## src/rtl/instr_fetch.sv

```systemverilog
// Instruction fetch stage: PC, imem request/response, FIFO to hazard stage.
// Ports: clk/rst, imem_req_*, imem_rsp_*, stall, redirect_*, instr/instr_pc/instr_valid.
// Optional: define IFETCH_BYPASS_EN to forward a response straight to the
// outputs when the FIFO is empty (zero response-to-output latency).
module instr_fetch #(
  parameter logic [31:0] RESET_PC = 32'h0000_0000,
  parameter int unsigned DEPTH    = 2
) (
  input  logic        clk,
  input  logic        rst,
  output logic        imem_req_valid,
  input  logic        imem_req_ready,
  output logic [31:0] imem_req_addr,
  input  logic        imem_rsp_valid,
  input  logic [31:0] imem_rsp_data,
  input  logic        stall,
  input  logic        redirect_valid,
  input  logic [31:0] redirect_pc,
  output logic [31:0] instr,
  output logic [31:0] instr_pc,
  output logic        instr_valid
);

  localparam int unsigned AW  = $clog2(DEPTH);
  localparam int unsigned CW  = AW + 1;
  localparam logic [31:0] NOP = 32'h0000_0013;
  localparam logic [CW:0] LIM = (CW+1)'(DEPTH);
  localparam logic [CW-1:0] FULL = CW'(DEPTH);

  logic [31:0]   pc_q, pc_d;
  logic [31:0]   rpc_q, rpc_d;
  logic [31:0]   fpc_q  [DEPTH];
  logic [31:0]   fdat_q [DEPTH];
  logic [AW-1:0] rd_q, rd_d, wr_q, wr_d;
  logic [CW-1:0] cnt_q, cnt_d;
  logic [CW-1:0] out_q, out_d;
  logic [CW-1:0] drop_q, drop_d;

  logic [31:0] tgt;
  logic        empty, keep, byp;
  logic        take, pop, push, fire;
  logic [CW:0] used;

  assign tgt   = {redirect_pc[31:2], 2'b00};
  assign empty = (cnt_q == '0);
  assign keep  = imem_rsp_valid
              && (drop_q == '0)
              && !redirect_valid;

  always_comb begin
    instr       = NOP;
    instr_pc    = '0;
    instr_valid = 1'b0;
    byp         = 1'b0;
    if (!empty) begin
      instr       = fdat_q[rd_q];
      instr_pc    = fpc_q[rd_q];
      instr_valid = 1'b1;
    end
`ifdef IFETCH_BYPASS_EN
    else if (keep) begin
      instr       = imem_rsp_data;
      instr_pc    = rpc_q;
      instr_valid = 1'b1;
      byp         = 1'b1;
    end
`endif
  end

  // A flush during redirect frees every FIFO slot, and an entry consumed
  // this cycle frees its slot, so both count as available credit.
  assign take = instr_valid && !stall && !redirect_valid;
  assign pop  = take && !byp;
  assign push = keep && !(byp && take);
  assign used = {1'b0, out_q}
              + (redirect_valid ? '0 : {1'b0, cnt_q})
              - {{CW{1'b0}}, take};

  assign imem_req_valid = !rst && (used < LIM);
  assign imem_req_addr  = redirect_valid ? tgt : pc_q;
  assign fire = imem_req_valid && imem_req_ready;

  // rpc tracks the PC of the next response that will be kept: kept
  // responses are always a sequential run starting at the last target.
  always_comb begin
    pc_d   = pc_q;
    rpc_d  = rpc_q;
    cnt_d  = cnt_q;
    rd_d   = rd_q;
    wr_d   = wr_q;
    drop_d = drop_q;
    out_d  = out_q + CW'(fire) - CW'(imem_rsp_valid);
    if (fire) begin
      pc_d = imem_req_addr + 32'd4;
    end else if (redirect_valid) begin
      pc_d = tgt;
    end
    if (redirect_valid) begin
      // Only pre-redirect requests are stale; a target request issued
      // this cycle is kept.
      drop_d = out_q - CW'(imem_rsp_valid);
      rpc_d  = tgt;
      cnt_d  = '0;
      rd_d   = '0;
      wr_d   = '0;
    end else begin
      if (imem_rsp_valid && drop_q != '0) begin
        drop_d = drop_q - CW'(1);
      end
      if (keep) begin
        rpc_d = rpc_q + 32'd4;
      end
      if (push) begin
        wr_d = wr_q + AW'(1);
      end
      if (pop) begin
        rd_d = rd_q + AW'(1);
      end
      cnt_d = cnt_q + CW'(push) - CW'(pop);
    end
  end

  always_ff @(posedge clk) begin
    if (rst) begin
      pc_q   <= RESET_PC;
      rpc_q  <= RESET_PC;
      cnt_q  <= '0;
      rd_q   <= '0;
      wr_q   <= '0;
      out_q  <= '0;
      drop_q <= '0;
    end else begin
      pc_q   <= pc_d;
      rpc_q  <= rpc_d;
      cnt_q  <= cnt_d;
      rd_q   <= rd_d;
      wr_q   <= wr_d;
      out_q  <= out_d;
      drop_q <= drop_d;
    end
  end

  always_ff @(posedge clk) begin
    if (push) begin
      fpc_q[wr_q]  <= rpc_q;
      fdat_q[wr_q] <= imem_rsp_data;
    end
  end

  always_ff @(posedge clk) begin
    if (!rst && push) begin
      a_no_overflow: assert (!(cnt_q == FULL && !pop));
    end
  end

endmodule
```

## config.mk

```make
export PLATFORM = sky130hd
export DESIGN_NAME = instr_fetch
export DESIGN_NICKNAME = d
export VERILOG_FILES = /design/src/rtl/instr_fetch.sv
export SDC_FILE = /design/constraint.sdc
export NUM_CORES = 1
export LEC_CHECK = 0
export ABC_AREA = 0
export CAP_MARGIN = 10
export CELL_PAD_IN_SITES_DETAIL_PLACEMENT = 0
export CELL_PAD_IN_SITES_GLOBAL_PLACEMENT = 2
export CORE_UTILIZATION = 23
export DETAILED_ROUTE_END_ITERATION = 10
export PLACE_DENSITY_LB_ADDON = 0.25
export REMOVE_ABC_BUFFERS = 1
export SLEW_MARGIN = 20
export SYNTH_ARGS = -nofsm -noshare
export SYNTH_HDL_FRONTEND = slang
export SYNTH_SLANG_ARGS = --single-unit
```

## constraint.sdc

```tcl
create_clock -name clk -period 5.9 [get_ports clk]
set_input_delay 0.59 -clock clk [delete_from_list [all_inputs] [get_ports clk]]
set_output_delay 0.59 -clock clk [all_outputs]
set_load 0.02 [all_outputs]
```

==> results.toml, run 1 <==
[clocking]
post_cts_buffers = 0
cts_tree = "built"
clockRootBuffer = "clkbuf_16"
clock_tree.buffer_depth = 2
cts.sinks = 195
cts_hold_buf = 0
clk_pin_slew_worst_paths_ns = 0.07
cts.htree.levels = 4
cts_buffers = 17
cts.repair.resized = 0
clk_latency_ns = 0.44

[placement]
dp_hpwl_um = 16300
placed_cells = 1421
portBuffers = 163
gp_congestion = 0.716

[sta]
fin_tns_setup_ns = 0
finClkSkew_ns = 0.0114
slew_headroom_pct = 38.4
rsz0062_at_grt = "no"
setup_violations = 0
drv_slew = 0
worstMarginPinSlew_ns = 0.924
hold_viol = 0
finalCritPeriodShare_pct = 70.5
whs_ns = 0.451
fmax_ghz = 0.241
fin_crit_ns = 4.16

[worst_setup_path]
worst-setup-path-type = "in -> out"
crit_arrival_ns = 3.57
path_max_fanout = 4
end_kind = "primary output"
startpoint_type = "input pin"
worstPathRequired_ns = 5.31

[global_routing]
track_usage_pct = 12.2
antenna_found_initial = 0
grt_pass1_wl_um = 36200
gr-total-overflow = 0
grt_pass1_vias = 6175
grt_max_degree = 75

[power]
worst_ir_drop_vdd_mv = 0.186
p_seq_share_pct = 50.1
p_int_mw = 2.34
netSwitchingFraction_pct = 26.3
cellPowerDensity_mw_per_mm2 = 273
p_switching_mw = 0.836
power_frac_comb_pct = 14.9
pwr-share-clk_pct = 35.0
p_leak_nw = 3.89

[finish]
num_antenna_cells = 0
fin_nets = 1003
regArea_mm2 = 0.00515
syn2layout_area_growth_pct = 29.5
final_cells = 1453
multi_input_area_mm2 = 0.00348
nFillCells = 4064
drive_gt1_share_pct = 7.81

[synthesis]
synthFlopType = "edfxtp_1"
synth_largest_area_cell = "edfxtp_1"
yosysWarnings = 0
ys_top_cells_by_area = "edfxtp_1, dfxtp_1, mux2i_1"
synth_edf_count = 124
syn_area_mm2 = 0.00898
synth_top_area_share_pct = 41.5
synth-seq-cells = 195
async_flop_share_pct = 0
syn_inst = 779
synth_cell_types = 61
avgSynthCellArea_um2 = 11.5
ys_seq_area_share_pct = 57.3

[drt]
drt-total-wl_um = 23900
vias = 6238
dr.first_iter.drc_count = 231
drt-pass1-iter-count = 4
vias_per_cell = 4.29
ant_nets = 0
wl_per_cell_um = 16.4
drc = 0

[hold_path]
min_path_type = "reg -> reg"

[floorplanning]
die_w_um = 200
dieArea_mm2 = 0.0398
die_h_um = 200
num_rows = 72
initial_core_util_pct = 23.3
core_mm2 = 0.0386
ios = 168

[flow_run]
timing.max_cap.violations = 0

[outcome]
outcome = "finished clean"
[worst max-delay path, cell delays in order]
cell and delay, ns:
clkdlybuf4s50_1 0.41, nor3_1 0.42, ha_1 0.31, nand2b_1 0.15, fa_1 0.38, xnor2_1 0.21
nor3b_1 0.41, clkdlybuf4s50_1 0.69
[sequential cells by signal, indices dropped and copies added, names as in the netlist, named ones only]
signal,cells
wr_q,1
rpc_q,30
fpc_q,60
cnt_q,2
fdat_q,64
rd_q,1
out_q,2
pc_q,32
drop_q,2
[power groups by stage]
stage	logic (mW)	clock network, mW	registers [mW]
after floorplan	0.268	0	1.61
after global placement	0.481	0	1.62
after detailed placement	0.481	0	1.62
after CTS	0.485	1.16	1.59
after global routing	0.524	1.21	1.60
final	0.474	1.11	1.59
[metal layers]
metal	routed length [um]	GRT usage, %	up-vias	share of wire [%]
li1	-	-	3120	-
met1	11700	16.1	2968	49
met2	10900	19.6	130	46
met3	921	2.41	20	3.9
met4	385	4.52	0	1.6
met5	0	0	-	0
[final timing paths]
check                       from                  end  slack [ns]  cells after the start
max                        stall       imem_req_valid        1.74                      8
min           pc_q[0]$_SDFF_PP0_   pc_q[0]$_SDFF_PP0_        0.45                      1
max reg2reg  cnt_q[1]$_SDFF_PP0_  pc_q[30]$_SDFF_PP0_        2.25                     11
min reg2reg   pc_q[0]$_SDFF_PP0_   pc_q[0]$_SDFF_PP0_        0.45                      1
[cells in the mapped netlist, types with 10 or more instances]
cell      instances
xor2_1           16
inv_1            26
nand2_1          35
nand4_1          27
and3_1           10
edfxtp_1        124
dfxtp_1          71
mux2_2           16
ha_1             10
xnor2_1          25
nor2_1          110
clkbuf_1         24
mux2i_1          72
a211oi_1         15
nand3_1          26
nor3_1           18
and2_1           10
a21oi_1          18
o21ai_0          16
[through the flow]
stage / utilization [%] / setup WS (ns) / total power, mW / cell area (um^2)
finish: 30.2 / 1.74 / 3.18 / 11600
global route: 30.2 / 1.54 / 3.34 / 11600
CTS: 30.2 / 1.69 / 3.24 / 11600
detailed placement: 28.7 / 1.64 / 2.10 / 11100
global placement: 28.7 / 1.56 / 2.10 / 11100
floorplan: - / 0.351 / 1.88 / 8710
[layout by cell type (no fill, tap or decap), types with 3 or more instances in the layout]
master / netlist / routed
a311oi_1: 6 / 6
clkbuf_16: 0 / 18
or3_1: 6 / 6
nand2_1: 35 / 35
a211oi_1: 15 / 15
xnor2_1: 25 / 25
nor2_1: 110 / 109
o21a_1: 5 / 5
and4_1: 9 / 9
nor4_1: 6 / 6
mux2_2: 16 / 16
clkbuf_1: 24 / 3
nor2b_1: 4 / 4
buf_4: 5 / 9
nor3_1: 18 / 17
nand3_1: 26 / 26
nand2b_1: 3 / 3
a21oi_1: 18 / 18
dfxtp_1: 71 / 70
edfxtp_1: 124 / 124
clkdlybuf4s50_1: 0 / 161
and2_1: 10 / 9
inv_1: 26 / 26
ha_1: 10 / 10
a31o_2: 3 / 3
mux2i_1: 72 / 72
nand4_1: 27 / 27
o21ai_0: 16 / 16
a31oi_1: 6 / 6
xor2_1: 16 / 16
a31o_1: 3 / 3
clkinvlp_4: 0 / 3
nand3b_1: 3 / 3
and3_1: 10 / 10
[kinds of logic (layout without fill, tap and decap cells)]
| kind of cell | count (synthesis) | count (layout) | synth area share [%] |
|---|---|---|---|
| compound gates | 86 | 86 | 6.70 |
| xor+xnor | 41 | 41 | 4.00 |
| fa+ha+maj | 11 | 11 | 1.62 |
| buf+inv | 75 | 230 | 4.10 |
| flops | 195 | 195 | 57.3 |
| mux | 90 | 90 | 10.3 |
| other cells | 1 | 2 | 0.0418 |
| simple gates | 280 | 280 | 15.9 |
[area by class of cell]
cell class / instances / share of cell area (%)
multi-input combinational: 510 / 30.0
sequential: 195 / 44.3
tap: 518 / 5.57
inverter: 26 / 0.839
clock inverter: 9 / 0.592
timing repair buffer: 172 / 14.5
clock buffer: 23 / 4.21
Power figures use the tool's default switching activity.
==> run 2: changes to the inputs <==
clock period = 3.5 ns   (was 5.9 ns; I/O delays follow)
==> run 2 against run 1 <==
Sequential share of layout area down 0.61 points. Worst hold slack worse by 0.29 ns. Clock power up 70%. Via count up 0.71%. First-iteration DRC count up 13%. Non-clock buffer count up 13. Highest routed layer unchanged. Clock skew down 0.0046 ns. Largest power group unchanged. Sequential cell count unchanged. Sequential power up 69%. Largest cell class unchanged. Power up 70%. Final cell count up 0.89%. Combinational power up 77%.
==> results.toml, run 2 (synthesized netlist as in run 1, its figures left out) <==
[drt]
vias_per_cell = 4.29
drc = 0
drt-pass1-iter-count = 4
ant_nets = 0
dr.first_iter.drc_count = 261
drt-total-wl_um = 24300
wl_per_cell_um = 16.6
vias = 6282

[clocking]
clk_pin_slew_worst_paths_ns = 0.07
clockRootBuffer = "clkbuf_16"
cts.repair.resized = 2
cts_tree = "built"
cts.htree.levels = 4
cts_hold_buf = 0
cts_buffers = 17
clock_tree.buffer_depth = 2
post_cts_buffers = 0
clk_latency_ns = 0.44
cts.sinks = 195

[sta]
hold_viol = 0
fin_crit_ns = 3.13
rsz0062_at_grt = "no"
worstMarginPinSlew_ns = 0.730
finalCritPeriodShare_pct = 89.3
setup_violations = 0
fmax_ghz = 0.320
drv_slew = 0
finClkSkew_ns = 0.00679
slew_headroom_pct = 51.3

[worst_setup_path]
worstPathRequired_ns = 3.15
worst-setup-path-type = "reg -> out"
path_cells = "nor2_4 > nor3_1 > ha_1 > nand2b_1 > fa_1 > xnor2_1 > nor3b_2 > dlygate4sd2_1"
startpoint_type = "register"
critPathMaxStageDelay_ns = 0.42
path_max_fanout = 3
worst_path_max_delay_cell = "dfxtp_1"
end_kind = "primary output"
crit_arrival_ns = 2.78

[power]
p_leak_nw = 3.98
worst_ir_drop_vdd_mv = 0.323
power_mw = 5.41
p_seq_share_pct = 49.5
netSwitchingFraction_pct = 26.5
pwr-share-clk_pct = 35.0
cellPowerDensity_mw_per_mm2 = 459
power_frac_comb_pct = 15.5
p_switching_mw = 1.43
p_int_mw = 3.97

[hold_path]
min_path_type = "in -> reg"

[floorplanning]
ios = 168
initial_core_util_pct = 23.3
die_h_um = 200
die_w_um = 200
dieArea_mm2 = 0.0398
core_mm2 = 0.0386
num_rows = 72

[flow_run]
timing.max_cap.violations = 0

[finish]
layout_common_cells = "clkdlybuf4s50_1, edfxtp_1, nor2_1"
num_antenna_cells = 0
fin_nets = 1016
drive_gt1_share_pct = 9.07
final_common_cell = "clkdlybuf4s50_1"
syn2layout_area_growth_pct = 31.3
largest_register = "fdat_q"
largest_reg_flops = 64
fin_util_pct = 30.6
top_regs = "fdat_q (64), fpc_q (60), pc_q (32)"
final_area_mm2 = 0.0118

[global_routing]
gr-total-overflow = 0
track_usage_pct = 12.5
grt_max_degree = 63
antenna_found_initial = 0
grt_pass1_wl_um = 36900
grt_pass1_vias = 6316

[placement]
portBuffers = 163
gp_congestion = 0.733
post_dp_cell_area_mm2 = 0.0112
dp_hpwl_um = 16600

[outcome]
outcome = "finished clean"
==> run 2: cell type report <==
cell class              instances  area (um^2)
fillers                      4021        26800
clock inverters                10         70.1
clock buffers                  22          487
multi-input cells             510         3490
repair buffers                185         1850
flip-flops and latches        195         5150
inverters                      26         97.6
well taps                     518          648
==> run 2: critical path, delay by kind of cell, from the launching register on <==
kind / cells / cell delay (ns)
and+or+nand+nor: 4 / 0.71
adders and majority gates: 2 / 0.66
DFF: 1 / 0.42
buffers and inverters: 1 / 0.36
xor gates and xnor gates: 1 / 0.18
==> run 2: final timing paths <==
kind,end,cells after the start,slack (ns),from
max,imem_req_valid,8,0.37,cnt_q[1]$_SDFF_PP0_
min,pc_q[3]$_SDFF_PP0_,2,0.16,rst
max reg2reg,pc_q[29]$_SDFF_PP0_,12,0.46,cnt_q[1]$_SDFF_PP0_
min reg2reg,pc_q[1]$_SDFF_PP0_,1,0.46,pc_q[1]$_SDFF_PP0_
==> run 2: routing by layer <==
| layer | GRT usage [%] | up-vias | part of all wire, % |
|---|---|---|---|
| met5 | 0 | - | 0 |
| met4 | 4.24 | 0 | 1.4 |
| met3 | 2.30 | 18 | 4.0 |
| met2 | 20.0 | 133 | 46 |
| met1 | 16.8 | 2979 | 49 |
| li1 | - | 3152 | - |
==> run 2: stage by stage <==
stage / worst slack [ns] / hold WS, ns / std cells / TNS [ns]
6_report: 0.374 / 0.158 / 1466 / 0
5_1_grt: 0.158 / 0.152 / 1466 / 0
4_1_cts: 0.274 / 0.141 / 1466 / 0
3_5_place_dp: -0.0116 / 0.440 / 1434 / -0.0189
3_3_place_gp: 0.00113 / 0.438 / 1434 / 0
2_1_floorplan: -2.05 / 0.412 / 731 / -164.96
==> run 2: power groups by stage <==
stage | logic, mW | clock network (mW) | registers, mW
after floorplan | 0.452 | 0 | 2.71
after global placement | 0.851 | 0 | 2.73
after detailed placement | 0.853 | 0 | 2.73
after CTS | 0.859 | 1.98 | 2.68
after global routing | 0.929 | 2.05 | 2.69
final | 0.839 | 1.89 | 2.68
